## config.mk

```make
export PLATFORM = sky130hd
export DESIGN_NAME = pht_update_queue
export DESIGN_NICKNAME = d
export VERILOG_FILES = /design/src/rtl/pht_update_queue.sv
export SDC_FILE = /design/constraint.sdc
export NUM_CORES = 1
export LEC_CHECK = 0
export CORE_MARGIN = 2
export CORE_UTILIZATION = 31
export DETAILED_ROUTE_END_ITERATION = 7
export GPL_TIMING_DRIVEN = 0
export PLACE_DENSITY_LB_ADDON = 0.25
export SETUP_SLACK_MARGIN = 0.2
export SYNTH_ARGS = -nofsm -noshare
export SYNTH_HDL_FRONTEND = slang
export SYNTH_SLANG_ARGS = --single-unit
```

## constraint.sdc

```tcl
create_clock -name clk -period 3.9 [get_ports clk]
set_clock_uncertainty 0.1 [all_clocks]
set_input_delay 0.585 -clock clk [delete_from_list [all_inputs] [get_ports clk]]
set_output_delay 0.585 -clock clk [all_outputs]
set_load 0.005 [all_outputs]
```

## src/rtl/pht_update_queue.sv

```systemverilog
// pht_update_queue
// Buffers resolved conditional-branch PHT updates and drains them into the
// PHT write port one per cycle, yielding to the fetch-side PHT read whenever
// both would hit the same bank. Updates are hints: when the queue is full and
// nothing retires, the update is dropped and counted instead of stalling.
//
// Optional feature: define RSD_PHT_UPDATE_QUEUE_BYPASS_EN to let an update that
// arrives while the queue is empty (and does not bank-conflict with the fetch
// read) be written to the PHT in the same cycle without being enqueued.
//
// Ports:
//   clk, rst_n        clock, asynchronous active-low reset
//   upd_*             branch result (valid, cond-branch flag, index, counter
//                     read at prediction, resolved direction)
//   rd_valid/rd_index fetch-side PHT read this cycle
//   wr_en/wr_index/wr_value  PHT write port
//   q_count/q_full/q_empty   queue occupancy status
//   drop_count        saturating count of dropped updates
module pht_update_queue #(
  parameter int QUEUE_SIZE      = 32,
  parameter int PHT_INDEX_WIDTH = 10,
  parameter int PHT_ENTRY_WIDTH = 2,
  parameter int BANK_BIT_WIDTH  = 1,
  parameter int DROP_CNT_WIDTH  = 16
) (
  input  logic                            clk,
  input  logic                            rst_n,
  input  logic                            upd_valid,
  input  logic                            upd_is_cond_br,
  input  logic [PHT_INDEX_WIDTH-1:0]      upd_index,
  input  logic [PHT_ENTRY_WIDTH-1:0]      upd_prev_value,
  input  logic                            upd_exec_taken,
  input  logic                            rd_valid,
  input  logic [PHT_INDEX_WIDTH-1:0]      rd_index,
  output logic                            wr_en,
  output logic [PHT_INDEX_WIDTH-1:0]      wr_index,
  output logic [PHT_ENTRY_WIDTH-1:0]      wr_value,
  output logic [$clog2(QUEUE_SIZE):0]     q_count,
  output logic                            q_full,
  output logic                            q_empty,
  output logic [DROP_CNT_WIDTH-1:0]       drop_count
);

  localparam int PTR_W = $clog2(QUEUE_SIZE);
  localparam int CNT_W = PTR_W + 1;

  // Saturating 2-bit-style counter update; never wraps at either end.
  function automatic logic [PHT_ENTRY_WIDTH-1:0] next_ctr(
    input logic [PHT_ENTRY_WIDTH-1:0] prev,
    input logic                       taken
  );
    logic [PHT_ENTRY_WIDTH-1:0] res;
    if (taken) begin
      res = (prev == {PHT_ENTRY_WIDTH{1'b1}}) ? prev : prev + {{(PHT_ENTRY_WIDTH-1){1'b0}}, 1'b1};
    end else begin
      res = (prev == {PHT_ENTRY_WIDTH{1'b0}}) ? prev : prev - {{(PHT_ENTRY_WIDTH-1){1'b0}}, 1'b1};
    end
    return res;
  endfunction

  logic [PHT_INDEX_WIDTH-1:0] idx_mem [QUEUE_SIZE];
  logic [PHT_ENTRY_WIDTH-1:0] val_mem [QUEUE_SIZE];

  logic [PTR_W-1:0]          head_q, head_d, tail_q, tail_d;
  logic [CNT_W-1:0]          count_q, count_d;
  logic [DROP_CNT_WIDTH-1:0] drop_q, drop_d;

  logic                       push_req_s, empty_s, full_s, pop_s, byp_s;
  logic                       accept_s, drop_s, q_conflict_s;
  logic [PHT_ENTRY_WIDTH-1:0] new_val_s;
  logic [PHT_INDEX_WIDTH-1:0] head_idx_s;
  logic [PHT_ENTRY_WIDTH-1:0] head_val_s;

  assign push_req_s = upd_valid & upd_is_cond_br;
  assign new_val_s  = next_ctr(upd_prev_value, upd_exec_taken);
  assign empty_s    = (count_q == {CNT_W{1'b0}});
  assign full_s     = (count_q == CNT_W'(QUEUE_SIZE));
  assign head_idx_s = idx_mem[head_q];
  assign head_val_s = val_mem[head_q];

  // The head entry retires unless fetch reads the same bank this cycle.
  assign q_conflict_s = rd_valid &
                        (head_idx_s[BANK_BIT_WIDTH-1:0] == rd_index[BANK_BIT_WIDTH-1:0]);
  assign pop_s        = ~empty_s & ~q_conflict_s;

`ifdef RSD_PHT_UPDATE_QUEUE_BYPASS_EN
  // Empty queue and no bank clash: write the update straight through.
  assign byp_s = empty_s & push_req_s &
                 ~(rd_valid & (upd_index[BANK_BIT_WIDTH-1:0] == rd_index[BANK_BIT_WIDTH-1:0]));
`else
  assign byp_s = 1'b0;
`endif

  // A pop frees a slot in the same cycle, so a full queue still accepts.
  assign accept_s = push_req_s & (~full_s | pop_s) & ~byp_s;
  assign drop_s   = push_req_s & full_s & ~pop_s;

  // PHT write port: bypassed update, else head entry, else idle zeros.
  always_comb begin
    wr_en    = 1'b0;
    wr_index = {PHT_INDEX_WIDTH{1'b0}};
    wr_value = {PHT_ENTRY_WIDTH{1'b0}};
    if (byp_s) begin
      wr_en    = 1'b1;
      wr_index = upd_index;
      wr_value = new_val_s;
    end else if (!empty_s) begin
      wr_en    = pop_s;
      wr_index = head_idx_s;
      wr_value = head_val_s;
    end else begin
      wr_en    = 1'b0;
    end
  end

  // Next-state for pointers, occupancy and the saturating drop counter.
  always_comb begin
    head_d  = head_q;
    tail_d  = tail_q;
    count_d = count_q;
    drop_d  = drop_q;
    if (pop_s) begin
      head_d = head_q + {{(PTR_W-1){1'b0}}, 1'b1};
    end else begin
      head_d = head_q;
    end
    if (accept_s) begin
      tail_d = tail_q + {{(PTR_W-1){1'b0}}, 1'b1};
    end else begin
      tail_d = tail_q;
    end
    case ({accept_s, pop_s})
      2'b10:   count_d = count_q + {{(CNT_W-1){1'b0}}, 1'b1};
      2'b01:   count_d = count_q - {{(CNT_W-1){1'b0}}, 1'b1};
      default: count_d = count_q;
    endcase
    if (drop_s && (drop_q != {DROP_CNT_WIDTH{1'b1}})) begin
      drop_d = drop_q + {{(DROP_CNT_WIDTH-1){1'b0}}, 1'b1};
    end else begin
      drop_d = drop_q;
    end
  end

  // Queue control state with asynchronous reset.
  always_ff @(posedge clk or negedge rst_n) begin
    if (!rst_n) begin
      head_q  <= {PTR_W{1'b0}};
      tail_q  <= {PTR_W{1'b0}};
      count_q <= {CNT_W{1'b0}};
      drop_q  <= {DROP_CNT_WIDTH{1'b0}};
    end else begin
      head_q  <= head_d;
      tail_q  <= tail_d;
      count_q <= count_d;
      drop_q  <= drop_d;
    end
  end

  // Entry storage; contents are only meaningful between tail and head.
  always_ff @(posedge clk) begin
    if (accept_s) begin
      idx_mem[tail_q] <= upd_index;
      val_mem[tail_q] <= new_val_s;
    end
  end

  assign q_count    = count_q;
  assign q_full     = full_s;
  assign q_empty    = empty_s;
  assign drop_count = drop_q;

endmodule

```

==> results.yml, run 1 <==
floorplanning:
  core_sq_mm: 0.0539
  die_x_um: 238
  ios: 65
  dieArea_sq_mm: 0.0565
  start_util_pct: 31.4
  rows: 85
  die_h_um: 238
timing:
  grt_setup_unrepaired: "yes"
  worst_pin_slew_ns: 1.40
  post-route-period-util_pct: 100
  slew_headroom_pct: 6.97
  fin_crit_ns: 3.90
  finalHoldViolCount: 0
  finalSetupTns_ns: 0
  setup_viol: 0
  max_freq_mhz: 256
  slew_viol_final: 0
worst_setup_path:
  cp.required_ns: 4.23
  crit_fanout: 7
  slowest_stage: "mux4_2"
  arrival_ns: 4.23
  critical_path.max_stage_delay_ns: 0.58
  end_kind: "register"
  setup.worst_path.class: "reg2reg"
  start_kind: "register"
  worstPathCellList: "buf_12 > mux4_2 > mux2_4 > o221a_4 > buf_6 > a211oi_4 > nand2_2 > inv_2 > buf_6 > nand2_4 > inv_4 > ha_4 > a21o_1 > a21oi_2 > o21bai_1 > a21oi_2 > buf_4 > o41ai_2 > xor2_1"
  reg2regPathDepth: 19
finish:
  layout-drive-gt1-share_pct: 33.1
  finalNetCount: 1128
  final_area_sq_mm: 0.0212
  n_antenna_cell: 0
  syn2layout_area_growth_pct: 25.5
  fin_util_pct: 39.4
synth:
  synth_cell_types: 54
  syn_area_per_cell_sq_um: 17.7
  synthArstFlopShare_pct: 7.69
  synth_edf_count: 384
  synth_warnings: 0
  synth_area_leader_cell: "edfxtp_1"
  ys.flop_type: "edfxtp_1"
  synth.area.top_cells: "edfxtp_1, mux4_2, mux2i_1"
  yosys_register_bits: 416
  synth_top_area_share_pct: 68.2
  synthCells: 957
  synth_area_sq_mm: 0.0169
  syn_nets: 996
  seq_area_frac_synth_pct: 72.9
  ys_top_cells_by_count: "edfxtp_1, mux2i_1, mux4_2, nand2_1, o221ai_1"
  yosysMostFrequentCell: "edfxtp_1"
route:
  post_drt_via_cell_ratio: 5.19
  ant_nets: 0
  drc_errors: 0
  wl_per_cell_um: 23.6
  finalWirelength_um: 42700
  first_iter_violations: 861
  dr_total_vias: 9408
  first_pass_iters: 4
pwr:
  p_sw_share_pct: 35.6
  p_leak_nw: 7.08
  p_comb_share_pct: 43.6
  ir_drop_mv: 0.378
  finalPower_mw: 16.1
  power.internal_mw: 10.4
  seqPwrFrac_pct: 32.6
  power.density_mw_per_mm2: 758
  clockPowerShare_pct: 23.8
  power_switching_mw: 5.74
placement:
  gp_congestion: 0.813
  dp_hpwl_um: 27000
  postPlaceCellArea_sq_mm: 0.0184
  port_buffers: 55
clocking:
  clkLatencyLatePin_ns: 0.57
  cts_buffers: 43
  clk_pin_slew_ns: 0.06
  ctsLongestPathBuffers: 3
  root_buffer: "clkbuf_16"
  htreeDepth: 2
  cts.sinks: 416
  cts_tree: "done"
grt:
  grt_max_degree: 33
  grt_antenna_before_repair: 0
  grt_pass1_wl_um: 62000
  grtUsageTotal_pct: 15.0
  overflow: 0
  grt_pass1_vias: 9300
min_path:
  whs_path_depth: 1
  hold_path_class: "reg2reg"
job:
  drv_cap: 0
run_status:
  status: "complete, no violations"
==> worst paths after layout <==
check	slack [ns]	start	to
setup reg to reg	0.0004	head_q[0]	q_count[5]
setup / recovery	0.0004	head_q[0]	q_count[5]
max in group asynchronous	2.69	rst_n	drop_count[5]
min in group asynchronous	0.53	rst_n	tail_q[3]
hold reg to reg	0.40	drop_count[10]	drop_count[10]
hold / removal	0.40	drop_count[10]	drop_count[10]
==> critical path, delay by kind of cell (launching register included) <==
kind                       cells  cell delay (ns)
and+or+nand+nor                2             0.14
DFF                            1             0.39
adders and majority gates      1             0.19
muxes                          2             0.90
AOI/OAI and AO/OA              7             1.19
xor gates and xnor gates       1             0.15
buffers and inverters          6             0.66
==> repair_timing <==
action / in CTS / in global routing
gates cloned: 0 / 1
setup endpoints to repair: 295 / 324
buffers inserted: 20 / 8
pin swaps: 59 / 55
hold buffers: 1 / 0
hold endpoints to repair: 25 / 0
gates resized for setup: 286 / 81
==> sequential cells by signal (all words and copies together) (netlist names) <==
name        cells
idx_mem       320
val_mem        64
drop_count     16
q_count         6
head_q          5
tail_q          5
==> per-stage QoR <==
stage | cells | hold WS, ns | setup WS, ns
floorplan | 957 | 0.189 | 0.211
global placement | 1708 | 0.378 | -1.02
detailed placement | 1710 | 0.389 | -0.578
CTS | 1802 | 0.401 | -0.00415
global route | 1811 | 0.433 | -0.161
finish | 1811 | 0.397 | 0.000425
==> layer usage <==
layer / routed length [um] / up-vias / global-route usage [%]
li1: - / 4150 / -
met1: 19900 / 4902 / 21.7
met2: 18900 / 297 / 22.2
met3: 2950 / 59 / 3.65
met4: 876 / 0 / 4.54
met5: 0 / - / 0
==> layout make-up <==
| type | instances | area, sq um |
|---|---|---|
| repair buffers | 87 | 791 |
| multi-input cells | 476 | 5360 |
| clock inverters | 14 | 138 |
| fillers | 4806 | 32700 |
| plain buffers | 54 | 566 |
| inverters | 11 | 43.8 |
| clock buffers | 57 | 1130 |
| flip-flops and latches | 416 | 12300 |
| well taps | 696 | 871 |
==> layout by cell type, fill, tap and decap left out, types with 15 or more instances in the layout <==
master | netlist | layout
nand2_1 | 49 | 38
o221ai_4 | 0 | 15
a21oi_2 | 0 | 16
buf_2 | 13 | 17
nor2_1 | 19 | 17
clkdlybuf4s50_1 | 0 | 37
and3_2 | 0 | 15
mux2i_1 | 93 | 72
xnor2_1 | 16 | 15
o221ai_2 | 1 | 26
clkbuf_16 | 0 | 46
dfrtp_1 | 32 | 32
clkbuf_1 | 27 | 20
mux4_2 | 50 | 50
edfxtp_1 | 384 | 384
buf_4 | 1 | 24
==> power by group through the flow <==
stage | logic, mW | registers, mW | clock network, mW
finish | 7.02 | 5.25 | 3.83
global route | 7.39 | 5.27 | 4.07
CTS | 6.55 | 5.25 | 3.93
detailed placement | 5.03 | 5.33 | 0
global placement | 5.01 | 5.32 | 0
floorplan | 3.10 | 5.28 | 0
==> cell families after synthesis <==
family,Yosys count,synth area share [%]
buf+inv,65,1.69
compound gates,134,5.89
flops,416,72.9
simple gates,156,4.78
fa+ha+maj,13,0.976
mux,147,12.4
xor+xnor,26,1.35
No activity file was read; power rests on OpenSTA's default activity.
==> inputs of run 2 (changes only) <==
--- a/config.mk
+++ b/config.mk
@@ -11,6 +11,7 @@
 export GPL_TIMING_DRIVEN = 0
 export PLACE_DENSITY_LB_ADDON = 0.25
 export SETUP_SLACK_MARGIN = 0.2
+export SLEW_MARGIN = 0
 export SYNTH_ARGS = -nofsm -noshare
 export SYNTH_HDL_FRONTEND = slang
 export SYNTH_SLANG_ARGS = --single-unit
==> results of run 2 <==
The final DEF is identical to that of run 1; final timing and power are the same.
